==> config.mk <==
export PLATFORM = sky130hd
export DESIGN_NAME = instr_fetch
export DESIGN_NICKNAME = d
export VERILOG_FILES = /design/src/rtl/instr_fetch_pkg.sv /design/src/rtl/instr_fetch_fifo.sv /design/src/rtl/instr_fetch.sv
export SDC_FILE = /design/constraint.sdc
export NUM_CORES = 1
export LEC_CHECK = 0
export ABC_AREA = 1
export CAP_MARGIN = 20
export CORE_MARGIN = 1
export CORE_UTILIZATION = 56
export CTS_CLUSTER_DIAMETER = 60
export DETAILED_ROUTE_END_ITERATION = 6
export PLACE_DENSITY = 0.9
export SYNTH_ARGS = -nofsm -noshare
export SYNTH_HDL_FRONTEND = slang
export SYNTH_SLANG_ARGS = --single-unit
==> constraint.sdc <==
create_clock -name i_clk -period 6.6 [get_ports i_clk]
set_input_delay 0.66 -clock i_clk [delete_from_list [all_inputs] [get_ports i_clk]]
set_output_delay 0.66 -clock i_clk [all_outputs]
set_load 0.01 [all_outputs]
==> src/rtl/instr_fetch_pkg.sv <==
// -----------------------------------------------------------------------------
// instr_fetch_pkg
// Shared definitions for the instruction fetch stage:
//   - NOP_INSTR        : encoding presented to decode when no instruction is valid
//   - DEFAULT_RESET_PC : default PC after reset
//   - fetch_state_t    : outstanding-request FSM states
//   - fifo_entry_t     : instruction buffer entry {pc, ir}
//   - align_word()     : clears the byte-offset bits of an address
// -----------------------------------------------------------------------------
package instr_fetch_pkg;

    localparam logic [31:0] NOP_INSTR        = 32'h0000_0013;
    localparam logic [31:0] DEFAULT_RESET_PC = 32'h0000_0000;

    // S_IDLE: nothing outstanding
    // S_WAIT: one request outstanding, its data will be kept
    // S_DROP: one request outstanding, its data belongs to a squashed path
    typedef enum logic [1:0] {
        S_IDLE = 2'd0,
        S_WAIT = 2'd1,
        S_DROP = 2'd2
    } fetch_state_t;

    typedef struct packed {
        logic [31:0] pc;
        logic [31:0] ir;
    } fifo_entry_t;

    function automatic logic [31:0] align_word(input logic [31:0] addr);
        return {addr[31:2], 2'b00};
    endfunction

endpackage

==> src/rtl/instr_fetch_fifo.sv <==
// -----------------------------------------------------------------------------
// instr_fetch_fifo
// Synchronous first-word-fall-through buffer of fetched {pc, ir} pairs.
// Ports:
//   i_clk, i_rst_n   : clock, synchronous active-low reset
//   i_flush          : discard all entries (taken redirect)
//   i_push, i_push_data : write one entry
//   i_pop            : consume the head entry
//   o_head           : current head entry (valid when !o_empty)
//   o_count, o_empty : occupancy
// Push and pop in the same cycle on a full buffer are legal; the caller
// never pushes into a full buffer without popping and never pops when empty.
// -----------------------------------------------------------------------------
module instr_fetch_fifo
    import instr_fetch_pkg::*;
#(
    parameter int DEPTH = 2,
    parameter int CW    = 2
) (
    input  logic          i_clk,
    input  logic          i_rst_n,
    input  logic          i_flush,
    input  logic          i_push,
    input  fifo_entry_t   i_push_data,
    input  logic          i_pop,
    output fifo_entry_t   o_head,
    output logic [CW-1:0] o_count,
    output logic          o_empty
);

    localparam int PW = (DEPTH > 1) ? $clog2(DEPTH) : 1;

    fifo_entry_t   r_mem [DEPTH];
    logic [PW-1:0] r_wr_ptr;
    logic [PW-1:0] r_rd_ptr;
    logic [CW-1:0] r_count;

    // Pointers wrap explicitly so non-power-of-two depths work.
    function automatic logic [PW-1:0] ptr_inc(input logic [PW-1:0] ptr);
        return (ptr == PW'(DEPTH - 1)) ? '0 : ptr + 1'b1;
    endfunction

    // Storage has no reset; only the pointers and count define validity.
    always_ff @(posedge i_clk) begin
        if (i_push) begin
            r_mem[r_wr_ptr] <= i_push_data;
        end
    end

    always_ff @(posedge i_clk) begin
        if (!i_rst_n || i_flush) begin
            r_wr_ptr <= '0;
            r_rd_ptr <= '0;
            r_count  <= '0;
        end else begin
            if (i_push) begin
                r_wr_ptr <= ptr_inc(r_wr_ptr);
            end
            if (i_pop) begin
                r_rd_ptr <= ptr_inc(r_rd_ptr);
            end
            case ({i_push, i_pop})
                2'b10:   r_count <= r_count + 1'b1;
                2'b01:   r_count <= r_count - 1'b1;
                default: r_count <= r_count;
            endcase
        end
    end

    // Head is read combinationally so decode sees the oldest entry the cycle
    // after it was written; the buffer is tiny, so this maps to LUT storage.
    assign o_head  = r_mem[r_rd_ptr];
    assign o_count = r_count;
    assign o_empty = (r_count == '0);

endmodule

==> src/rtl/instr_fetch.sv <==
// -----------------------------------------------------------------------------
// instr_fetch
// Instruction fetch stage: owns the PC, issues one word read at a time to
// instruction memory, buffers returned words with their PCs and hands them to
// decode. Taken branches/jumps from execute redirect the PC and squash
// everything in flight.
// Ports:
//   i_clk, i_rst_n                      : clock, synchronous active-low reset
//   o_imem_req_valid, i_imem_req_ready  : request handshake
//   o_imem_addr                         : word-aligned fetch address
//   i_imem_rsp_valid, i_imem_rsp_data   : in-order read response
//   i_redirect, i_redirect_pc           : redirect from execute
//   o_id_valid, i_id_ready              : decode handshake
//   o_id_ir, o_id_pc                    : instruction and its PC (NOP/0 when idle)
// -----------------------------------------------------------------------------
module instr_fetch
    import instr_fetch_pkg::*;
#(
    parameter logic [31:0] RESET_PC   = DEFAULT_RESET_PC,
    parameter int          FIFO_DEPTH = 2
) (
    input  logic        i_clk,
    input  logic        i_rst_n,
    output logic        o_imem_req_valid,
    input  logic        i_imem_req_ready,
    output logic [31:0] o_imem_addr,
    input  logic        i_imem_rsp_valid,
    input  logic [31:0] i_imem_rsp_data,
    input  logic        i_redirect,
    input  logic [31:0] i_redirect_pc,
    output logic        o_id_valid,
    input  logic        i_id_ready,
    output logic [31:0] o_id_ir,
    output logic [31:0] o_id_pc
);

    localparam int CW  = $clog2(FIFO_DEPTH + 1);
    localparam int CW1 = CW + 1;

    fetch_state_t  r_state;
    fetch_state_t  w_state_next;
    logic [31:0]   r_pc;
    logic [31:0]   r_fetch_pc;

    logic [CW-1:0] w_count;
    logic          w_fifo_empty;
    fifo_entry_t   w_head;
    fifo_entry_t   w_push_entry;

    logic          w_id_valid;
    logic          w_pop;
    logic          w_push;
    logic          w_req_valid;
    logic          w_accept;
    logic          w_outstanding;
    logic          w_credit_ok;

    assign w_outstanding = (r_state != S_IDLE);

    // A redirect squashes the buffer this cycle, so nothing may be handed off.
    assign w_id_valid = i_rst_n && !i_redirect && !w_fifo_empty;
    assign w_pop      = w_id_valid && i_id_ready;

    // Credit check: count + outstanding - pop < depth, rearranged as
    // count + outstanding < depth + pop so nothing can underflow.
    assign w_credit_ok = (CW1'(w_count) + CW1'(w_outstanding))
                       < (CW1'(FIFO_DEPTH) + CW1'(w_pop));

    always_comb begin
        w_state_next = r_state;
        w_push       = 1'b0;
        w_req_valid  = 1'b0;
        w_accept     = 1'b0;

        // A new request may go out when the slot is free or being freed by
        // the response arriving this cycle.
        w_req_valid = i_rst_n && !i_redirect
                    && ((r_state == S_IDLE) || i_imem_rsp_valid)
                    && w_credit_ok;
        w_accept    = w_req_valid && i_imem_req_ready;

        case (r_state)
            S_IDLE: begin
                if (w_accept) begin
                    w_state_next = S_WAIT;
                end
            end
            S_WAIT: begin
                if (i_redirect) begin
                    w_state_next = i_imem_rsp_valid ? S_IDLE : S_DROP;
                end else if (i_imem_rsp_valid) begin
                    w_push       = 1'b1;
                    w_state_next = w_accept ? S_WAIT : S_IDLE;
                end
            end
            S_DROP: begin
                // The stale word is thrown away; a further redirect just
                // keeps waiting for it.
                if (i_imem_rsp_valid) begin
                    w_state_next = w_accept ? S_WAIT : S_IDLE;
                end
            end
            default: begin
                w_state_next = S_IDLE;
            end
        endcase
    end

    always_ff @(posedge i_clk) begin
        if (!i_rst_n) begin
            r_state <= S_IDLE;
        end else begin
            r_state <= w_state_next;
        end
    end

    // r_fetch_pc remembers the address of the request in flight so the
    // returned word can be tagged with its own PC.
    always_ff @(posedge i_clk) begin
        if (!i_rst_n) begin
            r_pc       <= align_word(RESET_PC);
            r_fetch_pc <= align_word(RESET_PC);
        end else if (i_redirect) begin
            r_pc <= align_word(i_redirect_pc);
        end else if (w_accept) begin
            r_pc       <= r_pc + 32'd4;
            r_fetch_pc <= r_pc;
        end
    end

    assign w_push_entry = '{pc: r_fetch_pc, ir: i_imem_rsp_data};

    instr_fetch_fifo #(
        .DEPTH (FIFO_DEPTH),
        .CW    (CW)
    ) u_fifo (
        .i_clk       (i_clk),
        .i_rst_n     (i_rst_n),
        .i_flush     (i_redirect),
        .i_push      (w_push),
        .i_push_data (w_push_entry),
        .i_pop       (w_pop),
        .o_head      (w_head),
        .o_count     (w_count),
        .o_empty     (w_fifo_empty)
    );

    assign o_imem_req_valid = w_req_valid;
    assign o_imem_addr      = r_pc;
    assign o_id_valid       = w_id_valid;
    assign o_id_ir          = w_id_valid ? w_head.ir : NOP_INSTR;
    assign o_id_pc          = w_id_valid ? w_head.pc : 32'h0000_0000;

endmodule

==> results of run 1 <==
==> cells by family after synthesis <==
| group | count (synthesis) | synth area share [%] |
|---|---|---|
| buf+inv | 109 | 5.474 |
| flops | 191 | 61.05 |
| compound gates | 146 | 9.048 |
| xor+xnor | 7 | 0.7390 |
| other cells | 1 | 0.04520 |
| simple gates | 477 | 23.04 |
| fa+ha+maj | 4 | 0.6033 |
==> worst max-delay path, cell delays in order <==
cell                              delay (ps)
sky130_fd_sc_hd__clkdlybuf4s50_1         390
sky130_fd_sc_hd__buf_4                   260
sky130_fd_sc_hd__inv_2                   570
sky130_fd_sc_hd__nand2_2                 240
sky130_fd_sc_hd__nor2_4                  240
sky130_fd_sc_hd__inv_2                   400
sky130_fd_sc_hd__a21oi_1                 350
sky130_fd_sc_hd__clkdlybuf4s50_1         590
==> metrics by stage <==
step           utilization, %  hold slack (ps)  instance area (sq um)
3_3_place_gp            68.92            428.4                   9978
2_1_floorplan               -            420.3                   8308
3_5_place_dp            68.92            437.1                   9978
4_1_cts                 73.21            454.1                  10600
5_1_grt                 73.21            475.8                  10600
6_report                73.21            449.6                  10600
==> report_power, final <==
part | leakage [nW] | total (mW) | internal (mW) | switching (mW)
registers | 1.67 | 1.32 | 1.29 | 0.0276
logic | 1.99 | 0.157 | 0.0794 | 0.0773
clock network | 0.312 | 1.04 | 0.612 | 0.432
==> layout make-up <==
cell class                      instances  area (sq um)
Clock buffer                           22         529.3
Clock inverter                         10         92.59
Fill cell                            1027          3879
Inverter                               59         221.5
Multi-Input combinational cell        638          2804
Sequential cell                       191          5066
Tap cell                              184         230.2
Timing Repair Buffer                  167          1657
==> sequential cells by signal (all words and copies together) (netlist names), named ones only <==
signal	cells
r_state	2
r_fetch_pc	30
u_fifo.r_rd_ptr	1
u_fifo.r_wr_ptr	1
u_fifo.o_count	2
u_fifo.r_mem	124
o_imem_addr	30
==> layer usage <==
metal,vias up,part of all wire (%),track usage [%]
met4,0,2.4,10.84
met3,39,8.0,5.037
li1,3383,-,-
met5,-,0,0
met1,3162,42,33.22
met2,312,47,43.16
==> cell usage after synthesis, drive strengths merged <==
cell type,instances
a21oi,107
a31o,1
buf,17
clkbuf,33
conb,1
dfxtp,67
edfxtp,124
ha,4
inv,59
nand2,338
nand3,70
nand4,5
nor2,61
nor3,3
o21a,2
o21ai,31
o21bai,4
o22ai,1
xnor2,3
xor2,4
==> path summary, 6_finish.rpt <==
kind / start / slack (ps) / cells past startpoint / end
min: r_fetch_pc[16] / 450 / 0 / u_fifo.r_mem[1][48]
max: i_redirect / 2190 / 8 / o_id_pc[14]
min reg2reg: r_fetch_pc[16] / 450 / 0 / u_fifo.r_mem[1][48]
max reg2reg: r_state[0] / 3800 / 10 / r_fetch_pc[22]
==> flow_metrics.env, run 1 <==
export IMPL_cts_resized=0
export IMPL_worstMarginPinSlew_ps=1065
export IMPL_synth_top_area_share_pct=44.88
export IMPL_die_area_sq_mm=0.01531
export IMPL_globalplace_congestion=0.9104
export IMPL_final_cell_mix="337 x sky130_fd_sc_hd__nand2_1, 161 x sky130_fd_sc_hd__clkdlybuf4s50_1, 124 x sky130_fd_sc_hd__edfxtp_1"
export IMPL_residual_drc=0
export IMPL_drt_wl_total_um=19540
export IMPL_post_dp_hpwl_um=12670
export IMPL_avgViaCountPerCell=5.426
export IMPL_first_iter_violations=542
export IMPL_grtUsageTotal_pct=25.96
export IMPL_chipHeight_um=123.7
export IMPL_synthCells=935
export IMPL_portBuffers=161
export IMPL_powerDensity_mw_per_mm2=237.9
export IMPL_placement_rows=44
export IMPL_vias_in_the_first_global_route=6325
export IMPL_final_setup_skew_ps=10.77
export IMPL_final_min_clock_period_ps=4415
export IMPL_worst_ir_drop_vdd_mv=0.1663
export IMPL_clock_transition_at_the_registers_of_the_reported_paths_ps=60
export IMPL_boundaryPins=168
export IMPL_clk_insertion_delay_late_ps=430
export IMPL_period_share_pct=66.89
export IMPL_vias=6896
export IMPL_antenna_found_initial=0
export IMPL_yosys_warnings=0
export IMPL_clock_path_buffers=2
export IMPL_first_pass_grt_wire_length_um=30150
export IMPL_synth_cell_type_count=29
export IMPL_htree_num_levels=4
export IMPL_worst_path_max_fanout=59
export IMPL_numClockSinks=191
export IMPL_cts_post_setup_buffers_inserted=0
export IMPL_leakage_nw=3.978
export IMPL_unrepaired_setup_endpoints_after_global_routing="false"
export IMPL_timing_hold_violations_final=0
export IMPL_placed_cells=1239
export IMPL_status="finished, final reports clean"
export IMPL_drt_antenna_violating_nets=0
export IMPL_total_core_area_sq_mm=0.01448
export IMPL_synthesis_area_per_instance_sq_um=8.873
export IMPL_first_pass_iters=5
export IMPL_n_antenna_cell=0
export IMPL_cp_data_required_time_ps=5940
export IMPL_synth_top_cells_by_area="sky130_fd_sc_hd__edfxtp_1 45%, sky130_fd_sc_hd__dfxtp_1 16%, sky130_fd_sc_hd__nand2_1 15%"
export IMPL_layout_cells_non_filler=1271
export IMPL_synthDominantAreaCellType="sky130_fd_sc_hd__edfxtp_1"
export IMPL_mostFrequentLayoutCell="sky130_fd_sc_hd__nand2_1"
export IMPL_dp_worst_setup_slack_ps=2202
export IMPL_inserted_clock_buffers=17
export IMPL_timing_hold_worst_class="register to register"
export IMPL_mean_routed_wirelength_per_cell_um=15.37
export IMPL_grt_remaining_overflow=0
export IMPL_arrival_time_at_the_worst_endpoint_ps=3750
export IMPL_final_net_count=1148
export IMPL_ctsHoldBuffers=0
export IMPL_max_freq_mhz=226.5
export IMPL_final_setup_viol_count=0
export IMPL_die_x_um=123.7
export IMPL_tritoncts="yes"
export IMPL_crit_path_start_kind="primary input"
export IMPL_critPathKind="primary input to output port"
export IMPL_power_mw=2.521
export IMPL_max_cap_violations=0
export IMPL_area_growth_synth_to_final_pct=27.76
export IMPL_floorplan_initialDensity_pct=57.30
export IMPL_slew_headroom_pct=28.90
export IMPL_drive_gt1_share_pct=4.508
export IMPL_grt_max_degree=67
export IMPL_worst_setup_path_end_kind="output port"
export IMPL_synth_ff_latch_count=191
export IMPL_setup_ws_ps=2185
export IMPL_master_cell_of_the_clock_root_buffer="sky130_fd_sc_hd__clkbuf_16"
export IMPL_synth_yosys_seq_area_share_pct=61.05
export IMPL_setup_tns_final_ps=0
export IMPL_finalMaxSlewViolations=0
export IMPL_post_syn_area_sq_mm=0.008297
(Power assumes the default switching activity.)
==> inputs of run 2 (changes only) <==
CORE_UTILIZATION = 47   (was 56)
PLACE_DENSITY = 0.81   (was 0.9)
clock period = 3.7 ns   (was 6.6 ns; I/O delays follow)
==> run 2 against run 1 <==
Clock power increased by 68%. First-iteration DRC count decreased by 14%. Global-route usage decreased by 4.2 points. Largest power group unchanged. Power increased by 74%. Routed wire length decreased by 1.5%. Utilization decreased by 12 points. Register-to-register slack got worse by 2600 ps. Sequential power increased by 78%. Clock-buffer cell count decreased by 1. Clock skew increased by 1.5 ps.
==> flow_metrics.env, run 2 (same netlist as run 1, synthesis figures left out) <==
export IMPL_grtUsageTotal_pct=21.81
export IMPL_die_x_um=134.9
export IMPL_max_cap_violations=0
export IMPL_final_setup_skew_ps=12.22
export IMPL_drt_wl_total_um=19240
export IMPL_setup_tns_final_ps=0
export IMPL_sw_frac_of_total_pct=21.55
export IMPL_floorplan_initialDensity_pct=47.97
export IMPL_die_area_sq_mm=0.01819
export IMPL_inserted_clock_buffers=17
export IMPL_sequentialPowerShare_pct=53.7
export IMPL_period_share_pct=84.15
export IMPL_power_combinational_fraction_pct=6.4
export IMPL_drt_antenna_violating_nets=0
export IMPL_globalplace_congestion=0.9415
export IMPL_n_antenna_cell=0
export IMPL_finalMaxSlewViolations=0
export IMPL_worst_setup_path_end_kind="output port"
export IMPL_drive_gt1_share_pct=4.679
export IMPL_final_net_count=1151
export IMPL_placement_rows=48
export IMPL_final_setup_viol_count=0
export IMPL_p_clk_share_pct=39.9
export IMPL_master_cell_of_the_clock_root_buffer="sky130_fd_sc_hd__clkbuf_16"
export IMPL_htree_num_levels=4
export IMPL_grt_remaining_overflow=0
export IMPL_leakage_nw=3.968
export IMPL_timing_hold_worst_class="register to register"
export IMPL_status="finished, final reports clean"
export IMPL_cp_data_required_time_ps=3330
export IMPL_clock_transition_at_the_registers_of_the_reported_paths_ps=70
export IMPL_worst_path_max_fanout=59
export IMPL_powerDensity_mw_per_mm2=411.5
export IMPL_first_iter_violations=466
export IMPL_chipHeight_um=134.9
export IMPL_first_pass_iters=5
export IMPL_crit_path_start_kind="primary input"
export IMPL_final_cell_mix="337 x sky130_fd_sc_hd__nand2_1, 161 x sky130_fd_sc_hd__clkdlybuf4s50_1, 124 x sky130_fd_sc_hd__edfxtp_1"
export IMPL_clock_path_buffers=2
export IMPL_critPathKind="primary input to output port"
export IMPL_ctsHoldBuffers=0
export IMPL_avgViaCountPerCell=5.157
export IMPL_final_min_clock_period_ps=3114
export IMPL_tritoncts="yes"
export IMPL_final_seq_area_sq_mm=0.005066
export IMPL_cts_resized=0
export IMPL_post_dp_hpwl_um=12760
export IMPL_net_switching_power_mw=0.9446
export IMPL_mostFrequentLayoutCell="sky130_fd_sc_hd__nand2_1"
export IMPL_total_core_area_sq_mm=0.01730
export IMPL_unrepaired_setup_endpoints_after_global_routing="false"
export IMPL_layout_filler_cells=1438
export IMPL_internal_power_mw=3.438
export IMPL_first_pass_grt_wire_length_um=30510
export IMPL_largest_register_ff_count=124
export IMPL_max_freq_mhz=321.2
export IMPL_residual_drc=0
export IMPL_portBuffers=161
export IMPL_slew_headroom_pct=28.24
export IMPL_multi_input_comb_area_sq_mm=0.002804
export IMPL_vias=6781
export IMPL_worstMarginPinSlew_ps=1076
export IMPL_antenna_found_initial=0
export IMPL_worst_ir_drop_vdd_mv=0.3371
export IMPL_grt_max_degree=67
export IMPL_arrival_time_at_the_worst_endpoint_ps=2740
export IMPL_vias_in_the_first_global_route=6127
export IMPL_boundaryPins=168
export IMPL_numClockSinks=191
export IMPL_mean_routed_wirelength_per_cell_um=14.63
export IMPL_cts_post_setup_buffers_inserted=0
export IMPL_final_core_utilization_pct=61.58
export IMPL_max_flop_register="u_fifo.r_mem"
export IMPL_timing_hold_violations_final=0
export IMPL_area_growth_synth_to_final_pct=28.38
export IMPL_clk_insertion_delay_late_ps=430
-- run 2: cell count changes in the layout (fill, tap and decap cells not counted), sizes merged --
| cell | previous run | this run |
|---|---|---|
| inv | 62 | 63 |
| clkinvlp | 0 | 1 |
| buf | 6 | 9 |
| clkinv | 6 | 5 |
| clkbuf | 22 | 21 |
-- run 2: worst paths after layout --
| path | startpoint | to | slack, ps | depth (start not counted) |
|---|---|---|---|---|
| setup reg to reg | r_state[0] | r_fetch_pc[21] | 1220 | 9 |
| hold / removal | r_fetch_pc[9] | u_fifo.r_mem[0][41] | 450 | 0 |
| hold reg to reg | r_fetch_pc[9] | u_fifo.r_mem[0][41] | 450 | 0 |
| setup / recovery | i_redirect | o_id_pc[13] | 590 | 7 |
-- run 2: stage by stage --
step | hold slack [ps] | setup WS [ps] | power (mW) | std cells | area, sq um
after floorplan | 420.3 | 747.9 | 2.524 | 938 | 8313
after global placement | 430.4 | 555.3 | 2.668 | 1283 | 10080
after detailed placement | 431.7 | 567.4 | 2.676 | 1283 | 10080
after CTS | 450.5 | 559.8 | 4.420 | 1315 | 10650
after global routing | 469.8 | 430.6 | 4.548 | 1315 | 10650
final | 452.6 | 586.3 | 4.383 | 1315 | 10650
-- run 2: critical path, stage by stage --
cell,delay (ps)
sky130_fd_sc_hd__clkdlybuf4s50_1,600
sky130_fd_sc_hd__inv_2,70
sky130_fd_sc_hd__nand2_2,140
sky130_fd_sc_hd__nor2_4,80
sky130_fd_sc_hd__inv_2,760
sky130_fd_sc_hd__a21oi_1,140
sky130_fd_sc_hd__clkdlybuf4s50_1,540
-- run 2: final cells by class --
class                           instances  share of cell area (%)
Tap cell                              225                   2.643
Sequential cell                       191                   47.56
Timing Repair Buffer                  170                   16.00
Clock inverter                         11                  0.9632
Multi-Input combinational cell        638                   26.32
Clock buffer                           21                   4.429
Inverter                               59                   2.079
-- run 2: power by group through the flow --
stage	clock, mW	sequential, mW	combinational, mW
floorplan	0	2.39	0.133
global placement	0	2.40	0.271
detailed placement	0	2.40	0.278
CTS	1.79	2.35	0.280
global route	1.88	2.36	0.311
finish	1.75	2.35	0.279
-- run 2: metal layers --
| metal | track usage, % | vias to the layer above | part of all wire [%] |
|---|---|---|---|
| met5 | 0 | - | 0 |
| met4 | 8.115 | 0 | 1.8 |
| met3 | 5.068 | 24 | 6.8 |
| met2 | 35.28 | 241 | 47 |
| met1 | 28.58 | 3132 | 44 |
| li1 | - | 3384 | - |
